### config.mk
export PLATFORM = sky130hd
export DESIGN_NAME = mux3_rr_arbiter_flat
export DESIGN_NICKNAME = d
export VERILOG_FILES = /design/src/rtl/mux3_rr_arbiter_if.sv /design/src/rtl/mux3_rr_arbiter.sv /design/src/flat_wrapper.sv
export SDC_FILE = /design/constraint.sdc
export NUM_CORES = 1
export LEC_CHECK = 0
export ABC_CLOCK_PERIOD_IN_PS = 1800
export CORE_MARGIN = 2
export CORE_UTILIZATION = 45
export DETAILED_ROUTE_END_ITERATION = 7
export PLACE_DENSITY = 0.74
export SYNTH_ARGS = -nofsm -noshare
export SYNTH_HDL_FRONTEND = slang
export SYNTH_SLANG_ARGS = --single-unit
export TNS_END_PERCENT = 50
### constraint.sdc
create_clock -name clk -period 1.8 [get_ports clk]
set_input_delay 0.36 -clock clk [delete_from_list [all_inputs] [get_ports clk]]
set_output_delay 0.36 -clock clk [all_outputs]
set_load 0.03 [all_outputs]
### src/rtl/mux3_rr_arbiter_if.sv
// mux3_rr_arbiter_if: request/grant/select bundle between requesters and the arbiter
interface mux3_rr_arbiter_if;
  logic [2:0] req;
  logic [2:0] gnt;
  logic [1:0] sel;
  logic       busy;
  modport master(output req, input gnt, sel, busy);
  modport slave(input req, output gnt, sel, busy);
endinterface

### src/rtl/mux3_rr_arbiter.sv
// mux3_rr_arbiter: round-robin arbiter with capped grant length driving a shared mux3 select
module mux3_rr_arbiter #(
  parameter int unsigned HOLD_MAX = 8
) (
  input logic              clk,
  input logic              reset_n,
  mux3_rr_arbiter_if.slave bus
);
  typedef enum logic {IDLE, GRANT} state_t;
  localparam logic [7:0] HM = 8'(HOLD_MAX);
  state_t     state, state_n;
  logic [1:0] last, last_n, sel_n, base, c1, c2, win;
  logic [7:0] cnt, cnt_n;
  logic [2:0] gnt_n;
  logic       keep, any;
  always_comb begin
    any     = |bus.req;
    base    = state == GRANT ? bus.sel : last;
    c1      = base == 2'd2 ? 2'd0 : base + 2'd1;
    c2      = c1 == 2'd2 ? 2'd0 : c1 + 2'd1;
    win     = bus.req[c1] ? c1 : bus.req[c2] ? c2 : base;
    keep    = state == GRANT && bus.req[bus.sel] && cnt < HM;
    state_n = any ? GRANT : IDLE;
    cnt_n   = keep ? cnt + 8'd1 : any ? 8'd1 : 8'd0;
    sel_n   = keep || !any ? bus.sel : win;
    gnt_n   = !any ? 3'b000 : keep ? bus.gnt : 3'b001 << win;
    last_n  = state == GRANT && !keep ? bus.sel : last;
  end
  always_ff @(posedge clk or negedge reset_n) begin
    if (!reset_n) begin
      state    <= IDLE;
      last     <= 2'd2;
      cnt      <= 8'd0;
      bus.gnt  <= 3'b000;
      bus.sel  <= 2'd0;
      bus.busy <= 1'b0;
    end else begin
      state    <= state_n;
      last     <= last_n;
      cnt      <= cnt_n;
      bus.gnt  <= gnt_n;
      bus.sel  <= sel_n;
      bus.busy <= any;
    end
  end
endmodule

### src/flat_wrapper.sv
// flat-port wrapper written by rule: the top's interface ports become plain ports
module mux3_rr_arbiter_flat 
#(
  parameter int unsigned HOLD_MAX = 8
)
  (clk, reset_n, bus_req, bus_gnt, bus_sel, bus_busy);
  mux3_rr_arbiter_if bus_i ();
  input logic clk;
  input logic reset_n;
  input wire logic [$bits(bus_i.req)-1:0] bus_req;
  output wire logic [$bits(bus_i.gnt)-1:0] bus_gnt;
  output wire logic [$bits(bus_i.sel)-1:0] bus_sel;
  output wire logic [$bits(bus_i.busy)-1:0] bus_busy;
  assign bus_i.req = bus_req;
  assign bus_gnt = bus_i.gnt;
  assign bus_sel = bus_i.sel;
  assign bus_busy = bus_i.busy;
  mux3_rr_arbiter #(.HOLD_MAX(HOLD_MAX)) u_core (.clk(clk), .reset_n(reset_n), .bus(bus_i));
endmodule
==> results.cfg <==
[run_status]
outcome = finished, violations left
violations = negative setup slack

[worst_setup_path]
endpoint_kind = flip-flop
critical_path.cell_chain = or4_4, nor4b_4, buf_4, a21oi_4, mux2_1
critPathArrivalTime_ns = 2.01
critPathMaxFanout = 5
max_stage_delay_ns = 0.54
cp-start-kind = flip-flop
crit_slowest_cell = or4_4
crit_required_ns = 1.97
crit_type = flip-flop to flip-flop

[grt]
antenna_found_initial = 0
grt_overflow = 0
busiest_layer = met2
grt_pass1_vias = 493
grt_pass1_wl_um = 2100
use_met2 = 0.232
grt_usage = 0.161
grt_use_met1 = 0.205
gr-usage-met3 = 0.0375
grt_max_degree = 17

[route]
wire_per_inst_um = 13.4
drtIter0Drc = 9
vias_per_cell = 5.15
drc = 0
final_antenna_net_count = 0
vias = 500
wl_um = 1300
firstDrtPassIters = 2

[sta]
fin_crit_sh = 1.02
max_freq_mhz = 545
hold_viol = 0
grt_setup_unrepaired = yes
clock_skew_ns = 0.000761
slew_viol_final = 0
min_period_ns = 1.84
setup_tns_ns = -0.0519
setup_slack_ns = -0.0353
setup_viol = 2

[floorplan]
die_w_um = 43.8
floorplan.die.height_um = 43.8
fp-row-count = 14
core_mm2 = 0.00149
ios = 11
die-area_mm2 = 0.00192
start_util = 0.478

[synth]
syn_avg_cell_area_um2 = 13.2
synthArstFlopShare = 1.00
seq_area_frac_synth = 0.564
ys_types = 30
ys.flop_type = dfrtp_1
postSynthCellCount = 54
yosysWarnings = 0
ys_seq_elements = 16
synthesis.area_um2 = 712
synth_edf_count = 0

[pwr]
power.switching_mw = 0.416
leakagePower_nw = 0.458
p_int_mw = 0.764
powerDensity_mw_per_mm2 = 1230
switching_share = 0.353
seqPwrFrac = 0.428
ir_drop_v = 0.000850
power_frac_comb = 0.410
clkPwrFrac = 0.162
finalPower_mw = 1.18

[final_layout]
final_common_cell = dfrtp_1
num-fill-cells = 116
fin_cells = 97
layout_common_cells = dfrtp_1 (15), buf_4 (10), clkdlybuf4s50_1 (7)
num_antenna_cells = 0
drive_gt1_frac = 0.309
synthToLayoutAreaGrowth_pct = 34.3
nets = 88
final_area_um2 = 956

[place]
gp_congestion = 0.796
dpl.hpwl_um = 1000
placed_cell_area_um2 = 911
io_buffers = 10
placed_cells = 92

[cts]
htree_levels = 1
clock_path_buffers = 2
clock_latency_ns = 0.28
clkTransAtPathRegs_ns = 0.09
clock_sinks = 16
numCtsBuffers = 3
cts_root_buffer = clkbuf_4
cts_tree = yes

[worst_hold_path]
holdCritPathClass = input port to async pin

[flow_run]
drv_cap = 0
[cells by family (layout without fill, tap and decap cells)]
family | Yosys count | after routing | synth area share
AOI/OAI and AO/OA | 11 | 11 | 0.125
xor gates and xnor gates | 1 | 1 | 0.0123
adders and majority gates | 1 | 1 | 0.0176
buffers and inverters | 1 | 25 | 0.00527
DFF | 16 | 16 | 0.564
muxes | 6 | 6 | 0.0914
other | 1 | 4 | 0.00527
and+or+nand+nor | 17 | 17 | 0.179
[Yosys cell counts (2+ instances only)]
| library cell | instances | area [um^2] |
|---|---|---|
| and3_2 | 2 | 15.0 |
| dfrtp_1 | 15 | 375 |
| nor3_1 | 3 | 15.0 |
| a32o_1 | 3 | 30.0 |
| nor2b_1 | 2 | 12.5 |
| nand2_1 | 2 | 7.51 |
| mux2_2 | 2 | 22.5 |
| mux2i_1 | 2 | 20.0 |
| mux2_1 | 2 | 22.5 |
[power groups by stage]
| stage | clock network, mW | logic, mW | registers [mW] |
|---|---|---|---|
| CTS | 0.201 | 0.480 | 0.506 |
| detailed placement | 0 | 0.479 | 0.514 |
| finish | 0.191 | 0.484 | 0.506 |
| global placement | 0 | 0.474 | 0.512 |
| global route | 0.214 | 0.517 | 0.519 |
| floorplan | 0 | 0.182 | 0.596 |
[flip-flops by register name, indices dropped and copies added (netlist names)]
register and count:
u_core.bus.sel 2, u_core.bus.gnt 3, u_core.cnt 8, u_core.bus.busy 1, u_core.last 2
[metal layers]
metal,vias up,routed length (um)
met5,-,0
met2,6,589
met4,0,36
met1,232,644
li1,258,-
met3,4,28
[worst max-delay path: cells and delay by family, from the launching register on]
family,cells,cell delay [ns]
buf+inv,1,0.17
mux,1,0.33
simple gates,2,0.78
flops,1,0.37
compound gates,1,0.07
[cell type report]
| type | instances | area, um^2 | area share |
|---|---|---|---|
| inverters | 1 | 3.75 | 0.00393 |
| multi-input cells | 40 | 329 | 0.344 |
| repair buffers | 20 | 175 | 0.183 |
| well taps | 16 | 20.0 | 0.0209 |
| clock buffers | 4 | 26.3 | 0.0275 |
| flip-flops and latches | 16 | 402 | 0.420 |
[per-stage QoR]
step	utilization	setup slack [ns]	hold slack, ns
2_1_floorplan	-	0.0129	0.0644
3_3_place_gp	0.612	-0.0811	0.457
3_5_place_dp	0.612	-0.0943	0.472
4_1_cts	0.638	-0.0431	0.381
5_1_grt	0.642	-0.0844	0.393
6_report	0.642	-0.0353	0.391
[path summary, 6_finish.rpt]
kind                       slack, ns                             to  cells after the start               startpoint
setup / recovery               -0.04  u_core.bus.sel[0]$_DFFE_PN0N_                      5  u_core.cnt[5]$_DFF_PN0_
max in group asynchronous       1.17     u_core.last[1]$_DFFE_PN1P_                      2                  reset_n
hold reg to reg                 0.48        u_core.cnt[0]$_DFF_PN0_                      1  u_core.cnt[0]$_DFF_PN0_
min in group clk                0.48        u_core.cnt[0]$_DFF_PN0_                      1  u_core.cnt[0]$_DFF_PN0_
setup reg to reg               -0.04  u_core.bus.sel[0]$_DFFE_PN0N_                      5  u_core.cnt[5]$_DFF_PN0_
hold / removal                  0.39        u_core.cnt[0]$_DFF_PN0_                      2                  reset_n
[what timing repair did]
action,CTS,global route
hold buffers,0,0
pin swaps,0,1
endpoints found under the setup margin,6,8
resized for setup,3,2
hold endpoints to repair,0,0
buffers inserted,1,0
Power figures use the tool's default switching activity.
